<file path="src/rtl/exc_ctrl_if.sv">
// Commit-stage bus between writeback and the exception controller.
// The writeback side offers one instruction; the controller accepts it.
interface exc_ctrl_if;
  logic        cmt_valid;
  logic        cmt_ready;
  logic [31:0] cmt_pc;
  logic [3:0]  f_exc;
  logic [3:0]  d_exc;
  logic [5:0]  m_exc;
  logic [31:0] m_vaddr;
  logic        op_ertn;
  logic        op_idle;
  logic        op_refetch;

  modport master (
    output cmt_valid,
    output cmt_pc,
    output f_exc,
    output d_exc,
    output m_exc,
    output m_vaddr,
    output op_ertn,
    output op_idle,
    output op_refetch,
    input  cmt_ready
  );

  modport slave (
    input  cmt_valid,
    input  cmt_pc,
    input  f_exc,
    input  d_exc,
    input  m_exc,
    input  m_vaddr,
    input  op_ertn,
    input  op_idle,
    input  op_refetch,
    output cmt_ready
  );
endinterface

</file>
<file path="src/rtl/exc_ctrl.sv">
// Exception/interrupt commit controller: prioritises events,
// pulses them to the CSR file and stalls commit while redirecting.
module exc_ctrl #(
  parameter int REDIRECT_CYC = 2
) (
  input  logic        clk,
  input  logic        reset,
  exc_ctrl_if.slave   cmt,
  input  logic [11:0] is,
  input  logic [11:0] lie,
  input  logic        ie,
  output logic        is_exc,
  output logic [5:0]  excode,
  output logic [8:0]  esubcode,
  output logic [31:0] badvaddr,
  output logic [31:0] csr_pc,
  output logic        is_ertn,
  output logic        is_idle,
  output logic        is_fetch_again,
  output logic        flush
);

  localparam int CW =
    (REDIRECT_CYC < 1) ? 1 : $clog2(REDIRECT_CYC + 1);
  localparam logic [CW-1:0] C_LOAD = CW'(REDIRECT_CYC);

  localparam logic [5:0] EC_INT  = 6'h00;
  localparam logic [5:0] EC_PIL  = 6'h01;
  localparam logic [5:0] EC_PIS  = 6'h02;
  localparam logic [5:0] EC_PIF  = 6'h03;
  localparam logic [5:0] EC_PME  = 6'h04;
  localparam logic [5:0] EC_PPI  = 6'h07;
  localparam logic [5:0] EC_ADEF = 6'h08;
  localparam logic [5:0] EC_ALE  = 6'h09;
  localparam logic [5:0] EC_SYS  = 6'h0B;
  localparam logic [5:0] EC_BRK  = 6'h0C;
  localparam logic [5:0] EC_INE  = 6'h0D;
  localparam logic [5:0] EC_IPE  = 6'h0E;
  localparam logic [5:0] EC_TLBR = 6'h3F;

  typedef enum logic [1:0] {
    S_RUN,
    S_REDIR,
    S_IDLE
  } state_t;

  state_t      r_state;
  state_t      w_nstate;
  logic [CW-1:0] r_cnt;
  logic [CW-1:0] w_ncnt;

  logic        r_is_exc;
  logic        r_is_ertn;
  logic        r_is_fa;
  logic        r_is_idle;
  logic        r_flush;
  logic [5:0]  r_excode;
  logic [31:0] r_badvaddr;
  logic [31:0] r_csr_pc;

  logic        w_n_exc;
  logic        w_n_ertn;
  logic        w_n_fa;
  logic        w_n_idle;
  logic        w_n_flush;
  logic [5:0]  w_n_code;
  logic [31:0] w_n_bad;
  logic [31:0] w_n_pc;

  logic        w_int_p;
  logic        w_hs;
  logic        w_d_exc;
  logic        w_d_ertn;
  logic        w_d_rf;
  logic        w_d_idle;
  logic        w_d_bad_pc;
  logic        w_d_bad_va;
  logic [5:0]  w_d_code;
  logic        w_d_redir;
  logic        w_d_any;

  assign w_int_p = ie & (|(is & lie));
  assign cmt.cmt_ready = (r_state == S_RUN) & ~reset;
  assign w_hs = cmt.cmt_valid & cmt.cmt_ready;

  // Bit order: f {ppi,pif,tlbr,adef}, d {ipe,ine,brk,sys},
  // m {ppi,pme,pis,pil,tlbr,ale}; bit 0 is highest priority.
  always_comb begin
    w_d_exc    = 1'b0;
    w_d_ertn   = 1'b0;
    w_d_rf     = 1'b0;
    w_d_idle   = 1'b0;
    w_d_bad_pc = 1'b0;
    w_d_bad_va = 1'b0;
    w_d_code   = EC_INT;
    priority case (1'b1)
      w_int_p: begin
        w_d_exc  = 1'b1;
        w_d_code = EC_INT;
      end
      cmt.f_exc[0]: begin
        w_d_exc    = 1'b1;
        w_d_code   = EC_ADEF;
        w_d_bad_pc = 1'b1;
      end
      cmt.f_exc[1]: begin
        w_d_exc    = 1'b1;
        w_d_code   = EC_TLBR;
        w_d_bad_pc = 1'b1;
      end
      cmt.f_exc[2]: begin
        w_d_exc    = 1'b1;
        w_d_code   = EC_PIF;
        w_d_bad_pc = 1'b1;
      end
      cmt.f_exc[3]: begin
        w_d_exc    = 1'b1;
        w_d_code   = EC_PPI;
        w_d_bad_pc = 1'b1;
      end
      cmt.d_exc[0]: begin
        w_d_exc  = 1'b1;
        w_d_code = EC_SYS;
      end
      cmt.d_exc[1]: begin
        w_d_exc  = 1'b1;
        w_d_code = EC_BRK;
      end
      cmt.d_exc[2]: begin
        w_d_exc  = 1'b1;
        w_d_code = EC_INE;
      end
      cmt.d_exc[3]: begin
        w_d_exc  = 1'b1;
        w_d_code = EC_IPE;
      end
      cmt.m_exc[0]: begin
        w_d_exc    = 1'b1;
        w_d_code   = EC_ALE;
        w_d_bad_va = 1'b1;
      end
      cmt.m_exc[1]: begin
        w_d_exc    = 1'b1;
        w_d_code   = EC_TLBR;
        w_d_bad_va = 1'b1;
      end
      cmt.m_exc[2]: begin
        w_d_exc    = 1'b1;
        w_d_code   = EC_PIL;
        w_d_bad_va = 1'b1;
      end
      cmt.m_exc[3]: begin
        w_d_exc    = 1'b1;
        w_d_code   = EC_PIS;
        w_d_bad_va = 1'b1;
      end
      cmt.m_exc[4]: begin
        w_d_exc    = 1'b1;
        w_d_code   = EC_PME;
        w_d_bad_va = 1'b1;
      end
      cmt.m_exc[5]: begin
        w_d_exc    = 1'b1;
        w_d_code   = EC_PPI;
        w_d_bad_va = 1'b1;
      end
      cmt.op_ertn:    w_d_ertn = 1'b1;
      cmt.op_refetch: w_d_rf   = 1'b1;
      cmt.op_idle:    w_d_idle = 1'b1;
      default: ;
    endcase
  end

  assign w_d_redir = w_d_exc | w_d_ertn | w_d_rf;
  assign w_d_any   = w_d_redir | w_d_idle;

  always_comb begin
    w_nstate = r_state;
    w_ncnt   = r_cnt;
    w_n_exc  = 1'b0;
    w_n_ertn = 1'b0;
    w_n_fa   = 1'b0;
    w_n_idle = 1'b0;
    w_n_code = r_excode;
    w_n_bad  = r_badvaddr;
    w_n_pc   = r_csr_pc;
    case (r_state)
      S_RUN: begin
        if (w_hs) begin
          if (w_d_redir) begin
            w_nstate = S_REDIR;
            w_ncnt   = C_LOAD;
          end else if (w_d_idle) begin
            w_nstate = S_IDLE;
          end
          w_n_exc  = w_d_exc;
          w_n_ertn = w_d_ertn;
          w_n_fa   = w_d_rf;
          w_n_idle = w_d_idle;
          if (w_d_any) w_n_pc = cmt.cmt_pc;
          if (w_d_exc) w_n_code = w_d_code;
          if (w_d_bad_pc) w_n_bad = cmt.cmt_pc;
          if (w_d_bad_va) w_n_bad = cmt.m_vaddr;
        end
      end
      S_REDIR: begin
        if (r_cnt == '0) w_nstate = S_RUN;
        else w_ncnt = r_cnt - CW'(1);
      end
      S_IDLE: begin
        // Wake-up keeps csr_pc at the idle instruction.
        if (w_int_p) begin
          w_nstate = S_REDIR;
          w_ncnt   = C_LOAD;
          w_n_exc  = 1'b1;
          w_n_code = EC_INT;
        end
      end
      default: w_nstate = S_RUN;
    endcase
  end

  assign w_n_flush = w_n_exc | w_n_ertn | w_n_fa | w_n_idle;

  always_ff @(posedge clk) begin
    if (reset) begin
      r_state    <= S_RUN;
      r_cnt      <= '0;
      r_is_exc   <= 1'b0;
      r_is_ertn  <= 1'b0;
      r_is_fa    <= 1'b0;
      r_is_idle  <= 1'b0;
      r_flush    <= 1'b0;
      r_excode   <= '0;
      r_badvaddr <= '0;
      r_csr_pc   <= '0;
    end else begin
      r_state    <= w_nstate;
      r_cnt      <= w_ncnt;
      r_is_exc   <= w_n_exc;
      r_is_ertn  <= w_n_ertn;
      r_is_fa    <= w_n_fa;
      r_is_idle  <= w_n_idle;
      r_flush    <= w_n_flush;
      r_excode   <= w_n_code;
      r_badvaddr <= w_n_bad;
      r_csr_pc   <= w_n_pc;
    end
  end

  assign is_exc         = r_is_exc;
  assign is_ertn        = r_is_ertn;
  assign is_fetch_again = r_is_fa;
  assign is_idle        = r_is_idle;
  assign flush          = r_flush;
  assign excode         = r_excode;
  assign esubcode       = 9'd0;
  assign badvaddr       = r_badvaddr;
  assign csr_pc         = r_csr_pc;

endmodule

</file>
<file path="src/flat_wrapper.sv">
// flat-port wrapper written by rule: the top's interface ports become plain ports
module exc_ctrl_flat 
#(
  parameter int REDIRECT_CYC = 2
)
  (clk, reset, is, lie, ie, is_exc, excode, esubcode, badvaddr, csr_pc, is_ertn, is_idle, is_fetch_again, flush, cmt_cmt_valid, cmt_cmt_pc, cmt_f_exc, cmt_d_exc, cmt_m_exc, cmt_m_vaddr, cmt_op_ertn, cmt_op_idle, cmt_op_refetch, cmt_cmt_ready);
  exc_ctrl_if cmt_i ();
  input  logic clk;
  input  logic reset;
  input  logic [11:0] is;
  input  logic [11:0] lie;
  input  logic ie;
  output logic is_exc;
  output logic [5:0] excode;
  output logic [8:0] esubcode;
  output logic [31:0] badvaddr;
  output logic [31:0] csr_pc;
  output logic is_ertn;
  output logic is_idle;
  output logic is_fetch_again;
  output logic flush;
  input wire logic [$bits(cmt_i.cmt_valid)-1:0] cmt_cmt_valid;
  input wire logic [$bits(cmt_i.cmt_pc)-1:0] cmt_cmt_pc;
  input wire logic [$bits(cmt_i.f_exc)-1:0] cmt_f_exc;
  input wire logic [$bits(cmt_i.d_exc)-1:0] cmt_d_exc;
  input wire logic [$bits(cmt_i.m_exc)-1:0] cmt_m_exc;
  input wire logic [$bits(cmt_i.m_vaddr)-1:0] cmt_m_vaddr;
  input wire logic [$bits(cmt_i.op_ertn)-1:0] cmt_op_ertn;
  input wire logic [$bits(cmt_i.op_idle)-1:0] cmt_op_idle;
  input wire logic [$bits(cmt_i.op_refetch)-1:0] cmt_op_refetch;
  output wire logic [$bits(cmt_i.cmt_ready)-1:0] cmt_cmt_ready;
  assign cmt_i.cmt_valid = cmt_cmt_valid;
  assign cmt_i.cmt_pc = cmt_cmt_pc;
  assign cmt_i.f_exc = cmt_f_exc;
  assign cmt_i.d_exc = cmt_d_exc;
  assign cmt_i.m_exc = cmt_m_exc;
  assign cmt_i.m_vaddr = cmt_m_vaddr;
  assign cmt_i.op_ertn = cmt_op_ertn;
  assign cmt_i.op_idle = cmt_op_idle;
  assign cmt_i.op_refetch = cmt_op_refetch;
  assign cmt_cmt_ready = cmt_i.cmt_ready;
  exc_ctrl #(.REDIRECT_CYC(REDIRECT_CYC)) u_core (.clk(clk), .reset(reset), .cmt(cmt_i), .is(is), .lie(lie), .ie(ie), .is_exc(is_exc), .excode(excode), .esubcode(esubcode), .badvaddr(badvaddr), .csr_pc(csr_pc), .is_ertn(is_ertn), .is_idle(is_idle), .is_fetch_again(is_fetch_again), .flush(flush));
endmodule
</file>
<file path="config.mk">
export PLATFORM = sky130hd
export DESIGN_NAME = exc_ctrl_flat
export DESIGN_NICKNAME = d
export VERILOG_FILES = /design/src/rtl/exc_ctrl_if.sv /design/src/rtl/exc_ctrl.sv /design/src/flat_wrapper.sv
export SDC_FILE = /design/constraint.sdc
export NUM_CORES = 1
export LEC_CHECK = 0
export BUFFER_PORTS_ARGS = -buffer_cell sky130_fd_sc_hd__buf_4
export CAP_MARGIN = 20
export CORE_ASPECT_RATIO = 0.5
export CORE_MARGIN = 1
export CORE_UTILIZATION = 41
export DETAILED_ROUTE_END_ITERATION = 16
export PLACE_DENSITY = 0.75
export SETUP_SLACK_MARGIN = 0.4
export SYNTH_ARGS = -nofsm -noshare
export SYNTH_HDL_FRONTEND = slang
export SYNTH_SLANG_ARGS = --single-unit
</file>
<file path="constraint.sdc">
create_clock -name clk -period 2 [get_ports clk]
set_clock_uncertainty 0.05 [all_clocks]
set_input_delay 0.1 -clock clk [delete_from_list [all_inputs] [get_ports clk]]
set_output_delay 0.1 -clock clk [all_outputs]
set_load 0.01 [all_outputs]
</file>
# After elaboration in Yosys (flattened, before gate mapping)
# Cells that the tools add are included.
# totals
ff_bits	79
input_bits	109
output_inout_bits	85
wordCells	163
# classes
add_sub_neg	1
n_eq_ne	9
muxes	121
n_bitwise	11
n_reduce_logical	11
# op_table
op	count
6-bit two-way mux	17
1-bit two-way mux	88
32-bit two-way mux	2
2-bit two-way mux	9
12-bit AND	1
2-bit one-hot mux with 3 select lines	2
6-bit one-hot mux with 2 select lines	1
12-bit OR reduction	1
2-bit by 1-bit != test with 1-bit output (second input constant)	5
4-bit AND reduction	2
1-bit OR	6
3-bit AND reduction	2
5-bit AND reduction	1
2-bit zero test	2
2-bit nonzero test	2
1-bit AND	3
3-bit two-way mux	1
3-bit by 1-bit != test with 1-bit output (second input constant)	1
3-bit nonzero test	1
2-bit by 1-bit == test with 1-bit output (second input constant)	1
2-bit == test (second input constant)	1
2-bit != test (second input constant)	1
1-bit one-hot mux with 2 select lines	1
2-bit by 1-bit subtractor with 2-bit output (second input constant)	1
1-bit NOT	1

# Logic depth before layout (Yosys ltp)
# Gate-level depths: netlist of the first run.
# logic_depth
word_depth	22
ltp_mapped	8
mapped_depth_nobuf	8

# Worst setup path after synthesis of the first run
# Ideal clock, no wire load.
# synth_path
kind	register to register
start	register u_core.r_state[0]
end	register u_core.r_excode[4], in the netlist u_core.excode[4]
setup_ns	0.071
t_arrival_ns	1.881
required_ns	1.879
slack_ns	-0.002
path_stages_with_launch	8
n_path_buf	1
synth_period_minus_slack_ns	2.002
path_cell_list	dfxtp_1 -> inv_1 -> ha_1 -> nand2_1 -> o32a_1 -> buf_2 -> or4_1 -> a21oi_1
# synth_between
elab_chain_len	5
word_cells_on_any_way	10
classes_between	4 x eq/ne; 1 x mux; 2 x bitwise; 3 x reduce/logical
# synth_lines
element	line	text
from (decl)	exc_ctrl.sv:47	state_t r_state;
from (signal assigned)	exc_ctrl.sv:238	r_state <= w_nstate;
2-bit zero test	exc_ctrl.sv:83, exc_ctrl.sv:187	
1-bit AND	exc_ctrl.sv:83	assign cmt.cmt_ready = (r_state == S_RUN) & ~reset;
1-bit AND	exc_ctrl.sv:84	assign w_hs = cmt.cmt_valid & cmt.cmt_ready;
2-bit by 1-bit != test with 1-bit output (no line)	-	
4-bit AND reduction (no line)	-	
to (signal assigned)	exc_ctrl.sv:245	r_excode <= w_n_code;
to (decl)	exc_ctrl.sv:57	logic [5:0] r_excode;
# Parallel ways exist; a longest one is shown, timed or not.
# A chain may end at the register's enable or synchronous reset.

# Final worst setup path of the first run
# layout_path
start	register u_core.r_state[0]
end	register u_core.r_csr_pc[10], in the netlist u_core.csr_pc[10]
# layout_between
elab_chain_len	4
# layout_lines
element	line	text
2-bit zero test (*)	exc_ctrl.sv:83, exc_ctrl.sv:187	
1-bit AND	exc_ctrl.sv:83	
1-bit AND	exc_ctrl.sv:84	
3-bit AND reduction (no line) (*)	-	
to (signal assigned)	exc_ctrl.sv:247	r_csr_pc <= w_n_pc;
to (decl)	exc_ctrl.sv:59	logic [31:0] r_csr_pc;
# Every way passes the cells marked *; elsewhere a longest branch is shown, timed or not.

==> out/metrics.cfg, run 1 <==
[routing]
vias=4297
avgViaCountPerCell=5.59
drt-total-wl_microns=16200
ant_nets=0
drt_iter0_drc=328
wl_per_cell_microns=21.0
firstDrtPassIters=5
drc=0

[placement]
dp_cells=679
dpl.hpwl_microns=7350
dp_slack_ps=-122
routabilityCongestion=0.763
io_buffers=184

[grt]
grt-ovfl-total=0
grt_max_degree=78
grt_pass1_wl_microns=20700
grtUsageTotal_pct=28.3
grt_pass1_vias=4083
antenna_found_initial=0

[clock_tree]
cts-buffers-inserted=9
h-tree-depth=3
clkLatencyLatePin_ps=350
clock-sinks=78
tritoncts=yes
root_buffer=clkbuf_16
cts_buffer_depth=2
cts.clk_slew.worst_paths_ps=70

[floorplan]
dieArea_sq_um=9510
die_height_microns=69.5
die_w_microns=137
io_pins=194
start_util_pct=42.6
rows=24
coreArea_sq_um=8770

[timing]
worst_slew_pin_slew_ps=1020
maxSlewViolCount=0
setup_viol_count_final=3
rsz0062_at_grt=yes
period_needed_ps=2050
hold_viol_final=0
fmax_mhz=488
fin_crit_sh_pct=102
fin_ws_ps=-49.5
hold_ws_ps=13.4
tns_ps=-84.6
slew_headroom_pct=31.8

[setup_path]
worstPathMaxFanout=5
crit_chain=inv_4, ha_4, nand2_4, buf_6, buf_6, a31oi_4, buf_6, buf_6, buf_16, mux2i_1, nor2_1
critical_path.endpoint=u_core.csr_pc[10]
required_ps=2120
cp_slowest_stage_delay_ps=360
cp.depth=11
crit_family=buffers and inverters
rr_endpoint=u_core.csr_pc[10]
ff2ff_path_depth=11
worst-path-buf-inv=6
worstSetupStartpoint=u_core.r_state[0]
cp-start-kind=register
r2r-start=u_core.r_state[0]
crit_arrival_ps=2170
cpMaxStageDelayCell=dfxtp_4
r2r_slack_ps=-50
worstSetupPathType=reg -> reg
cpMostUsedCell=buf_6
worstSetupEndpointType=register

[outcome]
failed_checks=setup timing
status=finished, violations left

[cells_and_area]
drive_above_1_share_pct=51.8
regArea_sq_um=1570
final.fill_count=524
n_antenna_cell=0
fin_cells=769
area_growth_syn_to_layout_pct=84.4
final_nets=760
multiInputGateArea_sq_um=2200
mostFrequentLayoutCells=buf_4 (207), dfxtp_1 (76), mux2i_1 (59)
layout_commonest_cell=buf_4

[pwr]
p_leak_uw=0.00316
vdd_drop_max_v=0.000555
power_density_nw_per_um2=864
p_total_uw=5950

[synthesis]
synth.area.top_cells=dfxtp_1 (42%), mux2i_1 (17%), a211oi_2 (9.4%)
synth_top_area_share_pct=41.8
avgSynthCellArea_sq_um=9.72
syn_inst=384
yosysSeqAreaShare_pct=41.8
synth.distinct_cells=44
ys_ff_latch=78
synth_top_area_cell=dfxtp_1
yosysWarnings=0
netlist_area_sq_um=3730

[worst_hold_path]
whs_path_depth=3
min_path_type=in -> reg

[job]
drv_cap=0

## how the worst min path moves through the flow
stage	from	endpoint	slack [ps]
2_1_floorplan	cmt_op_ertn	u_core.is_fetch_again	130
3_3_place_gp	cmt_op_ertn	u_core.is_fetch_again	260
3_5_place_dp	cmt_op_ertn	u_core.is_fetch_again	260
4_1_cts	cmt_f_exc[0]	u_core.excode[0]	8
5_1_grt	cmt_f_exc[0]	u_core.excode[2]	30
6_report	cmt_f_exc[0]	u_core.excode[0]	10
## timing repair
| action | in CTS | in global routing |
|---|---|---|
| pin swaps | 18 | 13 |
| setup buffers | 22 | 4 |
| cloned | 9 | 3 |
| hold buffers | 36 | 0 |
| hold endpoints to repair | 36 | 0 |
| gates resized for setup | 32 | 37 |
| setup endpoints to repair | 71 | 77 |
## sequential cells by signal, indices dropped and copies added, names as in the netlist
name and cells:
u_core.badvaddr 32, u_core.csr_pc 32, u_core.excode 5, u_core.flush 1
u_core.is_ertn 1, u_core.is_exc 1, u_core.is_fetch_again 1, u_core.is_idle 1
u_core.r_cnt 2, u_core.r_state 2
## cell usage after synthesis, drive strengths merged
master	n
or4	2
a221oi	1
nor4	5
a222oi	1
a211o	2
nand2b	1
a311oi	1
a21o	1
dfxtp	78
inv	12
a211oi	33
conb	1
ha	4
a22oi	6
and3	1
a21oi	14
buf	26
nor2	78
nor3	5
clkbuf	8
nand2	15
or3	2
mux2i	64
o21bai	3
nand3b	1
nand4	2
a31oi	3
a2111o	2
o32a	1
nor2b	2
o22ai	1
o31ai	2
and2	1
and4	1
o31a	1
o21ai	2
o41ai	1
## tightest hold or removal path: stages
cell and delay, ps:
buf_4 110, a2111o_1 90, a21oi_1 50
## power by group
| part | internal (uW) | leakage, uW | switching (uW) |
|---|---|---|---|
| Combinational | 1140 | 0.00236 | 1010 |
| Clock | 1220 | 0.000166 | 717 |
| Sequential | 1720 | 0.000637 | 129 |
| Total | 4090 | 0.00316 | 1860 |
## stage by stage
stage | cell area [sq um] | util, %
2_1_floorplan | 3870 | -
3_3_place_gp | 5390 | 61.4
3_5_place_dp | 5390 | 61.4
4_1_cts | 6620 | 75.4
5_1_grt | 6880 | 78.5
6_report | 6880 | 78.5
## cells by family (layout without fill, tap and decap cells)
kind of cell / Yosys count / in the layout / synth area share (%)
and+or+nand+nor: 116 / 116 / 13.7
other: 1 / 9 / 0.100
adders and majority gates: 4 / 4 / 1.34
muxes: 64 / 64 / 17.2
DFF: 78 / 78 / 41.8
AOI/OAI and AO/OA: 75 / 75 / 18.8
buffers and inverters: 46 / 306 / 7.04
## area by class of cell
cell class	instances	share of cell area, %
well taps	117	2.13
flip-flops and latches	78	22.8
inverters	12	0.727
clock buffers	9	3.27
clock inverters	7	1.75
multi-input cells	268	31.9
repair buffers	278	37.4
## layer usage
| metal | global-route usage (%) | wire length [microns] | up-vias |
|---|---|---|---|
| met5 | 0 | 0 | - |
| met4 | 13.6 | 1010 | 0 |
| met3 | 7.02 | 1130 | 103 |
| met2 | 48.8 | 7850 | 257 |
| met1 | 32.8 | 6200 | 2050 |
| li1 | - | - | 1887 |
No activity file was read; power rests on OpenSTA's default activity.
==> run 2, diff against run 1 <==
--- a/config.mk
+++ b/config.mk
@@ -11,8 +11,10 @@
 export CORE_MARGIN = 1
 export CORE_UTILIZATION = 41
 export DETAILED_ROUTE_END_ITERATION = 16
+export GPL_TIMING_DRIVEN = 0
 export PLACE_DENSITY = 0.75
-export SETUP_SLACK_MARGIN = 0.4
+export SETUP_SLACK_MARGIN = 0.1
+export SKIP_CTS_REPAIR_TIMING = 1
 export SYNTH_ARGS = -nofsm -noshare
 export SYNTH_HDL_FRONTEND = slang
 export SYNTH_SLANG_ARGS = --single-unit
==> run 2 against run 1 <==
Net effect:
- the flow finishes with violations (hold timing)
- utilization decreased by 7.4 points
- combinational power decreased by 26%
- sequential share of layout area up 2.3 points
- sequential power about the same
- register-to-register slack improved by 110 ps
- die area stayed put
- first-iteration DRC count shrank 46%
- global-route usage fell by 6.1 points
- cell area decreased by 9.4%
- hold slack got worse by 45 ps
- maximum frequency is 5.7% higher
- highest routed layer unchanged
==> out/metrics.cfg, run 2 (synthesis gave the netlist of run 1 again) <==
[timing]
hold_ws_ps=-31.6
fmax_mhz=516
period_needed_ps=1940
hold_viol_final=13
fin_ws_ps=60.7
fin_crit_sh_pct=97.0
worst_slew_pin_slew_ps=793
maxSlewViolCount=0
rsz0062_at_grt=yes
slew_headroom_pct=47.1
setup_viol_count_final=0

[cells_and_area]
area_growth_syn_to_layout_pct=67.1
fin_cells=739
mostFrequentLayoutCells=buf_4 (198), nor2_1 (77), dfxtp_1 (76)
layout_commonest_cell=buf_4
drive_above_1_share_pct=46.6
n_antenna_cell=0
final_nets=730
fin_util_pct=71.1

[floorplan]
start_util_pct=42.6
dieArea_sq_um=9510
die_height_microns=69.5
io_pins=194
die_w_microns=137
coreArea_sq_um=8770
rows=24

[setup_path]
worstPathMaxFanout=6
rr_endpoint=u_core.badvaddr[31]
worstSetupPathType=reg -> reg
cp-start-kind=register
worstSetupStartpoint=u_core.r_state[0]
crit_arrival_ps=2120
r2r-start=u_core.r_state[0]
critical_path.endpoint=u_core.badvaddr[31]
worstSetupEndpointType=register
r2r_slack_ps=60
required_ps=2180
ff2ff_path_depth=9

[placement]
io_buffers=183
dp_slack_ps=-291
dpl.hpwl_microns=8000
routabilityCongestion=0.889
dp_cells=692

[pwr]
power_density_nw_per_um2=874
vdd_drop_max_v=0.000708
p_leak_uw=0.00290
p_total_uw=5450

[grt]
antenna_found_initial=0
grt_pass1_vias=3469
grt_max_degree=14
grt_pass1_wl_microns=16600
grt-ovfl-total=0
grtUsageTotal_pct=22.2

[clock_tree]
tritoncts=yes
cts.clk_slew.worst_paths_ps=60
h-tree-depth=3
cts-buffers-inserted=9
clock-sinks=78
cts_buffer_depth=2
root_buffer=clkbuf_16
clkLatencyLatePin_ps=330

[job]
drv_cap=0

[routing]
avgViaCountPerCell=5.00
drt-total-wl_microns=11300
ant_nets=0
firstDrtPassIters=4
drt_iter0_drc=178
vias=3693
drc=0
wl_per_cell_microns=15.3

[worst_hold_path]
whs_path_depth=3
min_path_type=in -> reg

[outcome]
failed_checks=hold timing
status=finished, violations left

-- run 2: cell count changes in the layout (fill, tap and decap cells not counted), sizes merged --
| cell | change |
|---|---|
| dlygate4sd3 | -18 |
| bufinv | +1 |
| clkinv | -1 |
| buf | -25 |
| inv | -1 |
| clkbuf | +15 |
| clkinvlp | -1 |
-- run 2: layout make-up --
type / count / area, sq um
fillers: 653 / 2530
multi-input cells: 268 / 2040
repair buffers: 214 / 1780
flip-flops and latches: 78 / 1570
plain buffers: 34 / 274
clock buffers: 11 / 253
well taps: 117 / 146
clock inverters: 5 / 129
inverters: 12 / 47.5
-- run 2: how the worst min path moves through the flow --
| stage | startpoint | endpoint |
|---|---|---|
| after floorplan | cmt_op_ertn | u_core.is_fetch_again |
| after global placement | cmt_op_ertn | u_core.is_fetch_again |
| after detailed placement | cmt_op_ertn | u_core.is_fetch_again |
| after CTS | cmt_op_ertn | u_core.is_fetch_again |
| after global routing | cmt_cmt_pc[18] | u_core.csr_pc[18] |
| final | cmt_cmt_pc[1] | u_core.csr_pc[1] |
-- run 2: power by group --
group,total (uW),switching [uW],internal [uW]
sequential,1820,94.8,1720
combinational,1590,758,833
clock,2040,625,1420
total,5450,1480,3970
-- run 2: layer usage --
layer / GRT usage [%] / part of all wire, % / vias to the layer above
li1: - / - / 1823
met1: 26.9 / 43 / 1758
met2: 39.2 / 51 / 95
met3: 5.26 / 4.2 / 17
met4: 6.23 / 1.5 / 0
met5: 0 / 0 / -
-- run 2: metrics by stage --
stage	setup TNS, ps	hold slack [ps]	area (sq um)
2_1_floorplan	0	128	3780
3_3_place_gp	-15510	257	5300
3_5_place_dp	-16060	259	5300
4_1_cts	-1570	-82.5	5680
5_1_grt	-4.84	4.06	6240
6_report	0	-31.6	6240
-- run 2: critical path, cell delays in order (launching register included) --
cell and delay, ps:
dfxtp_4 350, inv_4 70, ha_4 200, nand2_8 80, buf_12 150, a311oi_4 320
buf_4 190, clkbuf_16 150, nor2_1 40, a211oi_1 220
==> run 3, diff against run 2 <==
--- a/config.mk
+++ b/config.mk
@@ -13,7 +13,6 @@
 export DETAILED_ROUTE_END_ITERATION = 16
 export GPL_TIMING_DRIVEN = 0
 export PLACE_DENSITY = 0.75
-export SETUP_SLACK_MARGIN = 0.1
 export SKIP_CTS_REPAIR_TIMING = 1
 export SYNTH_ARGS = -nofsm -noshare
 export SYNTH_HDL_FRONTEND = slang
==> run 3 against run 2 <==
Net effect:
- the run still ends with hold timing left
- critical path depth shrank 3
- die area is the same
- sequential power is essentially flat
- power shrank 7.8%
- hold slack gained 6.4 ps
- maximum frequency grew 0.22%
- highest routed layer unchanged
==> out/metrics.cfg, run 3 (synthesis gave the netlist of run 1 again) <==
[outcome]
status=finished, violations left
failed_checks=hold timing

[grt]
grt_max_degree=13
grt_util_met3_pct=4.90
antenna_found_initial=0
grt-ovfl-total=0
met1_usage_pct=27.0
grt_use_met2_pct=39.4
grt_pass1_wl_microns=16400
top_usage_layer=met2
grt_pass1_vias=3454
grtUsageTotal_pct=22.3

[routing]
drt_iter0_drc=150
ant_nets=0
drc=0
vias=3591
wl_per_cell_microns=14.3
firstDrtPassIters=4
drt-total-wl_microns=10500
avgViaCountPerCell=4.89

[clock_tree]
cts_buffer_depth=2
clock-sinks=78
clkLatencyLatePin_ps=330
root_buffer=clkbuf_16
cts-buffers-inserted=9
cts.clk_slew.worst_paths_ps=60
h-tree-depth=3
tritoncts=yes

[setup_path]
cp-start-kind=register
crit_family=simple AND/OR/NAND/NOR gates
cp_slowest_stage_delay_ps=510
crit_arrival_ps=2140
worstSetupPathType=reg -> reg
r2r_slack_ps=60
worstSetupEndpointType=register
crit_chain=inv_2, ha_4, nand2_4, o32a_4, or4_1, a21oi_1
worstPathMaxFanout=10
required_ps=2200
cpMaxStageDelayCell=or4_1
worst-path-buf-inv=1

[cells_and_area]
mostFrequentLayoutCells=buf_4 (202), nor2_1 (78), dfxtp_1 (76)
fin_util_pct=67.9
layout_commonest_cell=buf_4
area_growth_syn_to_layout_pct=59.6
fin_cells=734
final_nets=725
drive_above_1_share_pct=43.6
n_antenna_cell=0
final.fill_count=695

[timing]
period_needed_ps=1940
hold_viol_final=9
hold_ws_ps=-25.2
worst_slew_pin_slew_ps=726
slew_headroom_pct=51.6
fin_ws_ps=64.9
fin_crit_sh_pct=96.8
fmax_mhz=517
tns_ps=0
maxSlewViolCount=0
rsz0062_at_grt=yes
setup_viol_count_final=0

[placement]
dp_slack_ps=-277
io_buffers=183
dp_cells=692
dpl.hpwl_microns=7810
routabilityCongestion=0.853

[floorplan]
start_util_pct=42.6
dieArea_sq_um=9510
die_w_microns=137
die_height_microns=69.5
coreArea_sq_um=8770
io_pins=194
rows=24

[pwr]
power_density_nw_per_um2=844
p_total_uw=5030
p_leak_uw=0.00280
vdd_drop_max_v=0.000656

[job]
drv_cap=0

[worst_hold_path]
min_path_type=in -> reg

## run 3: cell count changes in the layout (fill, tap and decap cells not counted), moves of 2 or more
cell           change
buf_12             -4
buf_4              +4
buf_6              -3
buf_8              -3
bufinv_16          -2
clkbuf_16          -5
dlygate4sd3_1      +7
mux2i_1            +2
mux2i_2            -2
## run 3: worst paths after layout
path	to	startpoint	cells past startpoint
max reg2reg	u_core.excode[4]	u_core.r_state[0]	6
min	u_core.csr_pc[27]	cmt_cmt_pc[27]	3
max	u_core.excode[4]	u_core.r_state[0]	6
min reg2reg	u_core.excode[1]	u_core.excode[1]	2
## run 3: report_power, final
| part | internal, uW | total, uW | switching, uW |
|---|---|---|---|
| clock network | 1190 | 1800 | 608 |
| logic | 712 | 1410 | 701 |
| registers | 1720 | 1810 | 90.4 |
| total | 3630 | 5030 | 1400 |
## run 3: final cells by class
cell class                      instances  area [sq um]  area share [%]
Sequential cell                        78          1560            26.3
Timing Repair Buffer                  210          1640            27.5
Buffer                                 33           220            3.70
Inverter                               12          45.0           0.756
Multi-Input combinational cell        268          2010            33.7
Clock inverter                          3          65.1            1.09
Clock buffer                           13           270            4.54
Tap cell                              117           146            2.46
## run 3: routing by layer
metal / up-vias / share of wire (%)
li1: 1803 / -
met1: 1687 / 44
met2: 91 / 51
met3: 10 / 4.1
met4: 0 / 1.1
met5: - / 0
## run 3: stage by stage
step	hold slack (ps)	cell area, sq um
detailed placement	261	5290
global placement	257	5290
finish	-25.2	5960
global route	1.39	5960
floorplan	128	3760
CTS	-87.2	5620
## run 3: worst min-delay path, delay by kind of cell
family / cells / cell delay, ps
buffers and inverters: 1 / 80
AND/OR/NAND/NOR: 1 / 70
multiplexers: 1 / 60
